===== config.mk =====
export PLATFORM = sky130hd
export DESIGN_NAME = t03_instr_fetch
export DESIGN_NICKNAME = d
export VERILOG_FILES = /design/src/rtl/t03_fetch_pkg.sv /design/src/rtl/t03_instr_fetch.sv
export SDC_FILE = /design/constraint.sdc
export NUM_CORES = 1
export LEC_CHECK = 0
export CORE_MARGIN = 4
export CORE_UTILIZATION = 45
export CTS_CLUSTER_SIZE = 12
export DETAILED_ROUTE_END_ITERATION = 7
export DONT_BUFFER_PORTS = 1
export PLACE_DENSITY = 0.68
export SYNTH_ARGS = -nofsm -noshare
export SYNTH_HDL_FRONTEND = slang
export SYNTH_SLANG_ARGS = --single-unit

===== constraint.sdc =====
create_clock -name clk -period 2.3 [get_ports clk]
set_input_delay 0 -clock clk [delete_from_list [all_inputs] [get_ports clk]]
set_output_delay 0 -clock clk [all_outputs]
set_load 0.02 [all_outputs]

===== src/rtl/t03_fetch_pkg.sv =====
// Shared types and constants for the instruction fetch unit: FSM states,
// delivery fault codes and the default substitute instruction.
package t03_fetch_pkg;

    typedef enum logic [1:0] {
        IDLE  = 2'd0,
        REQ   = 2'd1,
        FAULT = 2'd2
    } fetch_state_e;

    typedef enum logic [1:0] {
        FLT_NONE     = 2'b00,
        FLT_MISALIGN = 2'b01,
        FLT_TIMEOUT  = 2'b10
    } fault_e;

    localparam logic [31:0] NOP_INSTR_DEFAULT = 32'h0000_0013;

endpackage


===== src/rtl/t03_instr_fetch.sv =====
// Instruction fetch unit: issues one memory request per fetch, delivers the
// returned word or a NOP with a fault code on misalignment or ack timeout.
//
// state | meaning
// IDLE  | waiting for fetchEn; memAck ignored
// REQ   | memReq high on latched address, timeout counter running
// FAULT | one-cycle delivery of NOP_INSTR with a fault code
module t03_instr_fetch
    import t03_fetch_pkg::*;
#(
    parameter logic [31:0] NOP_INSTR = NOP_INSTR_DEFAULT,
    parameter logic [7:0]  TIMEOUT   = 8'd255
) (
    input  logic        clk,
    input  logic        nrst,
    input  logic        fetchEn,
    input  logic [31:0] pcAddr,
    output logic        memReq,
    output logic [31:0] memAddr,
    input  logic        memAck,
    input  logic [31:0] memRdata,
    output logic [31:0] instr,
    output logic        instrValid,
    output logic        freezePc,
    output logic [1:0]  fault
);

    fetch_state_e state_q, state_d;
    logic [31:0]  addr_q, addr_d;
    logic [7:0]   cnt_q, cnt_d;
    logic [31:0]  instr_q, instr_d;
    logic         instr_valid_q, instr_valid_d;
    fault_e       fault_q, fault_d;

    always_ff @(posedge clk or negedge nrst) begin
        if (!nrst) begin
            state_q       <= IDLE;
            addr_q        <= 32'd0;
            cnt_q         <= 8'd0;
            instr_q       <= NOP_INSTR;
            instr_valid_q <= 1'b0;
            fault_q       <= FLT_NONE;
        end else begin
            state_q       <= state_d;
            addr_q        <= addr_d;
            cnt_q         <= cnt_d;
            instr_q       <= instr_d;
            instr_valid_q <= instr_valid_d;
            fault_q       <= fault_d;
        end
    end

    always_comb begin
        state_d       = state_q;
        addr_d        = addr_q;
        cnt_d         = cnt_q;
        instr_d       = instr_q;
        instr_valid_d = 1'b0;
        fault_d       = fault_q;

        case (state_q)
            IDLE: begin
                if (fetchEn) begin
                    if (pcAddr[1:0] == 2'b00) begin
                        addr_d  = pcAddr;
                        cnt_d   = 8'd0;
                        state_d = REQ;
                    end else begin
                        // Fault delivery is registered on entry so it is visible during FAULT.
                        fault_d       = FLT_MISALIGN;
                        instr_d       = NOP_INSTR;
                        instr_valid_d = 1'b1;
                        state_d       = FAULT;
                    end
                end
            end
            REQ: begin
                // An ack in the final allowed cycle takes priority over the timeout.
                if (memAck) begin
                    instr_d       = memRdata;
                    instr_valid_d = 1'b1;
                    fault_d       = FLT_NONE;
                    state_d       = IDLE;
                end else if (cnt_q == TIMEOUT - 8'd1) begin
                    fault_d       = FLT_TIMEOUT;
                    instr_d       = NOP_INSTR;
                    instr_valid_d = 1'b1;
                    state_d       = FAULT;
                end else begin
                    cnt_d = cnt_q + 8'd1;
                end
            end
            FAULT: begin
                state_d = IDLE;
            end
            default: begin
                state_d = IDLE;
            end
        endcase
    end

    assign memReq     = (state_q == REQ);
    assign memAddr    = memReq ? addr_q : 32'd0;
    assign freezePc   = (state_q != IDLE) || fetchEn;
    assign instr      = instr_q;
    assign instrValid = instr_valid_q;
    assign fault      = fault_q;

endmodule


==> results of run 1 <==
sequential cells by signal (all words and copies together) (netlist names):
| name | flops |
|---|---|
| addr_q | 32 |
| instr | 32 |
| cnt_q | 8 |
| fault | 2 |
| state_q | 2 |
| instrValid | 1 |
layout make-up:
class                   count  share of cell area, %
clock buffers               9                  2.952
clock inverters             7                  1.371
multi-input cells         154                  28.41
repair buffers             73                  17.59
flip-flops and latches     77                  46.00
well taps                  96                  2.862
inverters                   9                 0.8050
how the worst max path moves through the flow:
stage,from,endpoint,depth (start not counted)
floorplan,cnt_q[0]$_DFFE_PN0P_,instr[10]$_DFFE_PN0P_,7
global placement,state_q[0]$_DFFE_PN0P_,instr[13]$_DFFE_PN0P_,5
detailed placement,state_q[0]$_DFFE_PN0P_,instr[13]$_DFFE_PN0P_,5
CTS,state_q[0]$_DFFE_PN0P_,memAddr[1],4
global route,state_q[0]$_DFFE_PN0P_,instr[4]$_DFFE_PN1P_,6
finish,state_q[0]$_DFFE_PN0P_,memAddr[1],4
routing by layer:
metal | GRT usage (%) | up-vias | wire [um]
met2 | 31.19 | 68 | 4146
met5 | 0 | - | 0
met3 | 4.468 | 12 | 345
met1 | 19.80 | 1140 | 2959
met4 | 6.593 | 0 | 161
li1 | - | 1037 | -
cell usage in the layout, fill, tap and decap left out, drive strengths merged, types with 2 or more instances in the layout:
cell         netlist  final
mux2              30     30
nor3               2      2
dfrtp             74     74
dlygate4sd3        0     68
a31oi              2      2
nand3              8      8
nor4               3      3
clkinvlp           0      3
inv                9     12
a22o              30     30
and2              34     34
buf                9      5
nand2              8      8
ha                 2      2
dfstp              3      3
o211ai             2      2
o21ai              6      6
or3                4      4
clkbuf             6      9
a21oi              5      5
nor2               8      8
where the power goes:
| group | switching [W] | internal, W |
|---|---|---|
| sequential | 0.000221 | 0.00158 |
| combinational | 0.000236 | 0.000277 |
| clock | 0.000518 | 0.000404 |
| total | 0.000975 | 0.00226 |
repair_timing:
item | 4_1_cts | 5_1_grt
setup endpoints to repair | 0 | 0
endpoints found under the hold margin | 141 | 0
hold buffers | 69 | 0
gates resized for setup | 0 | 0
metrics by stage:
| stage | cells | worst slack [ns] | power, W |
|---|---|---|---|
| 2_1_floorplan | 255 | 0.7476 | 0.002129 |
| 3_3_place_gp | 340 | 0.5358 | 0.002187 |
| 3_5_place_dp | 340 | 0.4417 | 0.002215 |
| 4_1_cts | 425 | 0.1395 | 0.003282 |
| 5_1_grt | 425 | 0.03020 | 0.003403 |
| 6_report | 425 | 0.1629 | 0.003240 |
cells by family (layout without fill, tap and decap cells):
| group | Yosys count | count (layout) | share of synthesized area, % |
|---|---|---|---|
| mux | 31 | 31 | 10.73 |
| buf+inv | 24 | 98 | 3.781 |
| fa+ha+maj | 2 | 2 | 0.7715 |
| simple gates | 70 | 70 | 12.38 |
| flops | 77 | 77 | 59.53 |
| compound gates | 51 | 51 | 12.81 |
critical path: stages, from the launching register on:
cell,delay (ns)
dfrtp_1,0.45
or2b_1,0.29
inv_1,0.38
buf_4,0.35
and2_1,0.31
==> summary.md, run 1 <==
| Metric | Value |
|---|---|
| Drt pass-1 iters | `4` |
| Hold Path End | `cnt_q[6]$_DFFE_PN0P_` |
| Share of the core filled with cells in the final layout | `60.76%` |
| Layout area overhead | `29.40%` |
| Core region area | `0.006907 mm2` |
| Post-synthesis register bit count | `77` |
| Initial core utilization | `between 40% and 50%` |
| Ant diodes | `0` |
| Setup CP Type | `reg2out` |
| Crit path capture type | `output port` |
| Post-Synthesis Net Count | `325` |
| Die area | `0.008629 mm2` |
| Final #Nets | `394` |
| Startpoint of the most critical register-to-register path | `state_q[0]$_DFFE_PN0P_` |
| Worst clock skew | `0.006521 ns` |
| Cell types with the highest counts after synthesis | `dfrtp_1 (74), and2_1 (34), a22o_1 (30), mux2_2 (30), inv_1 (9)` |
| Cell type with the largest total area after synthesis | `dfrtp_1` |
| Pins over their slew limit | `0` |
| Arrival time worst endpoint | `roughly 2.1 ns` |
| Die Ht | `approximately 93 um` |
| Row cnt | `30` |
| Initial antenna violation count | `0` |
| Count of maximum capacitance violations | `0` |
| Number of buffers inserted to repair setup after CTS | `0` |
| Worst-path fanout max | `24` |
| Clock tree root buffer cell | `clkbuf_8` |
| Mean instance size in the synthesized netlist | `~13 um2` |
| Final weighted congestion in routability-driven placement | `~0.73` |
| Total wirelength of the detailed-routed design | `7612 um` |
| Wire length of the first global-routing pass | `11770 um` |
| Worst r2r dst | `instr[1]$_DFFE_PN1P_` |
| H-tree Lvls | `3` |
| Clock latency on the worst-skew pair | `about 0.34 ns` |
| Share of Yosys cell area claimed by the top area cell type | `57.10%` |
| Routed vias | `approximately 2.3k` |
| Async S/R FF share, synth | `100.0%` |
| Synthesis warning total | `0` |
| Overflow left after global routing | `0` |
| Die Span X | `92.90 um` |
| Number of I/O port buffers | `0` |
| Storage cell area | `0.001931 mm2` |
| Total standard cell area after synthesis | `0.003243 mm2` |
| CTS Buffer Depth | `2` |
| Fin crit period | `2.137 ns` |
| Cell area reported after detailed placement | `between 0.003 and 0.004 mm2` |
| Register-to-register path setup slack | `between 0.15 and 0.2 ns` |
| Measured slew at the worst slew-check pin | `0.4865 ns` |
| Maximum number of pins on one net before global-route repair | `78` |
| Most numerous cell in the Yosys netlist | `dfrtp_1` |
| Number of ports placed on the die boundary | `about 140` |
| Clock tree from TritonCTS | `done` |
| Distinct cells, synth | `35` |
| Data required time of the worst path | `2.30 ns` |
| Worst hold path type | `in2reg` |
| Fill cell count | `548` |
| HPWL after detailed placement | `between 4000 and 5000 um` |
| Relative max-transition margin | `67.53%` |
| Combined global-route utilization of all metal layers | `17.41%` |
| Post-detailed-route count of antenna-violating nets | `0` |
| Final setup violation count | `0` |
| Prevailing post-synth register cell | `dfrtp_1` |
| Clock transition at the registers of the reported paths | `0.08 ns` |
| Hold Crit Start | `memAck` |
| Wirelength per Cell | `approximately 18 um` |
| Portion of the clock cycle consumed by the worst path in the final layout | `roughly 93%` |
| Power per cell area | `772.0 mW/mm2` |
| Vias per Instance | `about 5.3` |
| Hold slack | `0.02873 ns` |
| Max Freq | `467.9 MHz` |
| First DRT Iteration DRCs | `117` |
| Post-synth EDFFs | `0` |
| Clock Sink Count | `77` |
| Outcome | `finished clean` |
| Maximum vdd ir drop | `~0.4 mV` |
| TNS Setup | `0 ns` |
| DRC violations left | `0` |
| Final number of hold-violating endpoints | `0` |
| Leakage power total | `1.912 nW` |
| Multi-input combinational cell area | `0.001192 mm2` |
| Synthesized netlist cell count | `255` |
| Number of cells traversed by the worst hold path | `3` |
| Startpoint Class | `flop` |
| RSZ-0062 raised after global routing | `false` |
| Share of synthesized area occupied by flip-flops and latches | `about 60%` |
| Cells taking the most area after synthesis | `dfrtp_1 (57%), mux2_2 (10%), a22o_1 (8.1%), and2_1 (6.6%), dfstp_2 (2.4%)` |
| CTS buffer count | `9` |
| Layout cells sized above 1 | `a little under a fifth` |
| Reg2reg path depth | `6` |
| Design Area, Final | `0.004197 mm2` |
| Number of global-route vias before repair | `between 2k and 2.5k` |
Note: power is estimated with default switching activity, not from simulation.
==> run 2, diff against run 1 <==
--- a/config.mk
+++ b/config.mk
@@ -5,12 +5,11 @@
 export SDC_FILE = /design/constraint.sdc
 export NUM_CORES = 1
 export LEC_CHECK = 0
-export CORE_MARGIN = 4
-export CORE_UTILIZATION = 45
+export CORE_UTILIZATION = 30
 export CTS_CLUSTER_SIZE = 12
 export DETAILED_ROUTE_END_ITERATION = 7
 export DONT_BUFFER_PORTS = 1
-export PLACE_DENSITY = 0.68
+export PLACE_DENSITY = 0.52
 export SYNTH_ARGS = -nofsm -noshare
 export SYNTH_HDL_FRONTEND = slang
 export SYNTH_SLANG_ARGS = --single-unit
==> run 2 against run 1 <==
Against the previous run:
- clock skew up 0.0044 ns
- non-clock buffer count unchanged
- clock power up 24%
- worst setup slack better by 0.27 ns
- clock-buffer cell count unchanged
- critical path depth up 2
- die area up 30%
- first-iteration DRC count down 5.1%
- final cell count up 9.4%
- final area up 2.5%
- sequential share of layout area down 1.1 points
- critical path type is now reg2reg
- largest power group unchanged
- highest routed layer unchanged
==> summary.md, run 2 (synthesis results as in run 1) <==
| Metric | Value |
|---|---|
| Max Freq | `536.3 MHz (+15%)` |
| Layout cells sized above 1 | `18.54% (unchanged)` |
| Portion of the clock cycle consumed by the worst path in the final layout | `81.08% (-12 points)` |
| Final number of hold-violating endpoints | `0 (unchanged)` |
| Combined global-route utilization of all metal layers | `13.84% (-3.6 points)` |
| Total wirelength of the detailed-routed design | `7519 um (-1.2%)` |
| Maximum vdd ir drop | `0.3966 mV (-0.37%)` |
| Vias per Instance | `4.813 (-9.4%)` |
| Outcome | `finished clean` |
| Crit path capture type | `flop` |
| Wire length of the first global-routing pass | `12070 um (+2.5%)` |
| Number of ports placed on the die boundary | `137 (unchanged)` |
| Number of global-route vias before repair | `2450 (+4.9%)` |
| First DRT Iteration DRCs | `111 (-5.1%)` |
| Initial antenna violation count | `0 (unchanged)` |
| CTS Buffer Depth | `2 (unchanged)` |
| Count of maximum capacitance violations | `0 (unchanged)` |
| Wirelength per Cell | `16.17 um (-9.7%)` |
| CTS buffer count | `9 (unchanged)` |
| Die Span X | `106.0 um (+14%)` |
| Overflow left after global routing | `0 (unchanged)` |
| Leakage power total | `1.941 nW (+1.5%)` |
| Final weighted congestion in routability-driven placement | `0.7428 (+1.5%)` |
| TNS Setup | `0 ns (unchanged)` |
| Layout area overhead | `32.60%` |
| Clock transition at the registers of the reported paths | `0.08 ns (about the same)` |
| Power after layout | `0.003457 W (+6.7%)` |
| DRC violations left | `0 (unchanged)` |
| Routed vias | `2238 (-0.84%)` |
| Die Ht | `106.0 um (+14%)` |
| Number of I/O port buffers | `0 (unchanged)` |
| Relative max-transition margin | `67.08% (-0.45 points)` |
| Core region area | `0.01042 mm2 (+51%)` |
| Maximum number of pins on one net before global-route repair | `78 (unchanged)` |
| Worst-path fanout max | `8 (-67%)` |
| Number of buffers inserted to repair setup after CTS | `0 (unchanged)` |
| Row cnt | `37 (+23%)` |
| RSZ-0062 raised after global routing | `false` |
| Clock tree root buffer cell | `clkbuf_8` |
| Data required time of the worst path | `2.56 ns (+0.26 ns)` |
| Final setup violation count | `0 (unchanged)` |
| Leading cell type in the layout, fill and taps excluded | `dfrtp_1` |
| Setup CP Type | `reg2reg` |
| Design Area, Final | `0.004300 mm2 (+2.5%)` |
| Post-CTS sizing | `0 (unchanged)` |
| Clock tree from TritonCTS | `done` |
| Pins over their slew limit | `0 (unchanged)` |
| Cell area reported after detailed placement | `0.003369 mm2 (+1.9%)` |
| Post-placement setup slack | `0.5460 ns (+0.1042 ns)` |
| Die area | `0.01123 mm2 (+30%)` |
| Ant diodes | `0 (unchanged)` |
| Final #Nets | `394 (unchanged)` |
| HPWL after detailed placement | `4345 um (-9.4%)` |
| Initial core utilization | `31.14% (-16 points)` |
| Power per cell area | `803.9 mW/mm2 (+4.1%)` |
| H-tree Lvls | `3 (unchanged)` |
| Measured slew at the worst slew-check pin | `0.4938 ns (+0.007248 ns)` |
| Startpoint Class | `flop` |
| Clock Sink Count | `77 (unchanged)` |
| Share of the core filled with cells in the final layout | `41.29% (-19 points)` |
| Most used cells in the layout excluding fill and tap cells | `dfrtp_1 (74), dlygate4sd3_1 (68), and2_1 (34)` |
| Drt pass-1 iters | `4 (unchanged)` |
| Worst hold path type | `in2reg` |
| Min setup slack post-route | `0.4352 ns (+0.2723 ns)` |
| Post-detailed-route count of antenna-violating nets | `0 (unchanged)` |
| Clock latency on the worst-skew pair | `0.34 ns (about the same)` |
| Arrival time worst endpoint | `2.13 ns (about the same)` |
| Worst clock skew | `0.01094 ns (+0.004419 ns)` |
| Fin crit period | `1.865 ns (-0.2723 ns)` |
| CTS Hold Buffers Added | `69 (unchanged)` |
[run 2: cell count changes in the layout (fill, tap and decap cells not counted), sizes merged]
cell,previous run,this run
inv,12,10
bufinv,0,2
clkinvlp,3,1
clkinv,1,3
[run 2: worst paths after layout]
check	start	slack, ns	end	cells past startpoint
min reg2reg	addr_q[1]$_DFFE_PN0P_	0.49	addr_q[1]$_DFFE_PN0P_	1
max in group asynchronous	nrst	1.73	instr[4]$_DFFE_PN1P_	2
min in group asynchronous	nrst	0.22	addr_q[16]$_DFFE_PN0P_	2
min	memAck	0.04	cnt_q[6]$_DFFE_PN0P_	3
max	state_q[0]$_DFFE_PN0P_	0.44	instr[1]$_DFFE_PN1P_	6
max reg2reg	state_q[0]$_DFFE_PN0P_	0.44	instr[1]$_DFFE_PN1P_	6
[run 2: metal layers]
layer  vias to the layer above  global-route usage (%)  share of wire, %
met4                         0                   4.563              0.64
met2                        97                   24.04                51
met1                      1099                   15.55                42
li1                       1036                       -                 -
met3                         6                   5.273               7.0
met5                         -                       0                 0
[run 2: stage by stage]
| stage | hold slack [ns] | cells |
|---|---|---|
| global placement | -0.2936 | 380 |
| finish | 0.04403 | 465 |
| CTS | 0.005013 | 465 |
| detailed placement | -0.2934 | 380 |
| floorplan | -0.2956 | 255 |
| global route | 0.04955 | 465 |
[run 2: area by class of cell]
class	count	area (um2)
Fill cell	989	6116
Timing Repair Buffer	73	750.7
Inverter	9	33.78
Clock buffer	9	123.9
Tap cell	136	170.2
Multi-Input combinational cell	154	1192
Clock inverter	7	98.84
Sequential cell	77	1931
[run 2: report_power, final]
part | total (W) | internal, W | leakage [nW] | switching, W
clock network | 0.00114 | 0.000617 | 0.110 | 0.000525
registers | 0.00180 | 0.00158 | 0.984 | 0.000215
logic | 0.000517 | 0.000281 | 0.848 | 0.000236
[run 2: critical path: stages (launching register included)]
cell,delay (ns)
dfrtp_1,0.44
or2b_1,0.30
inv_1,0.18
nand2_1,0.14
nor2_1,0.12
dlygate4sd3_1,0.57
a21oi_1,0.04
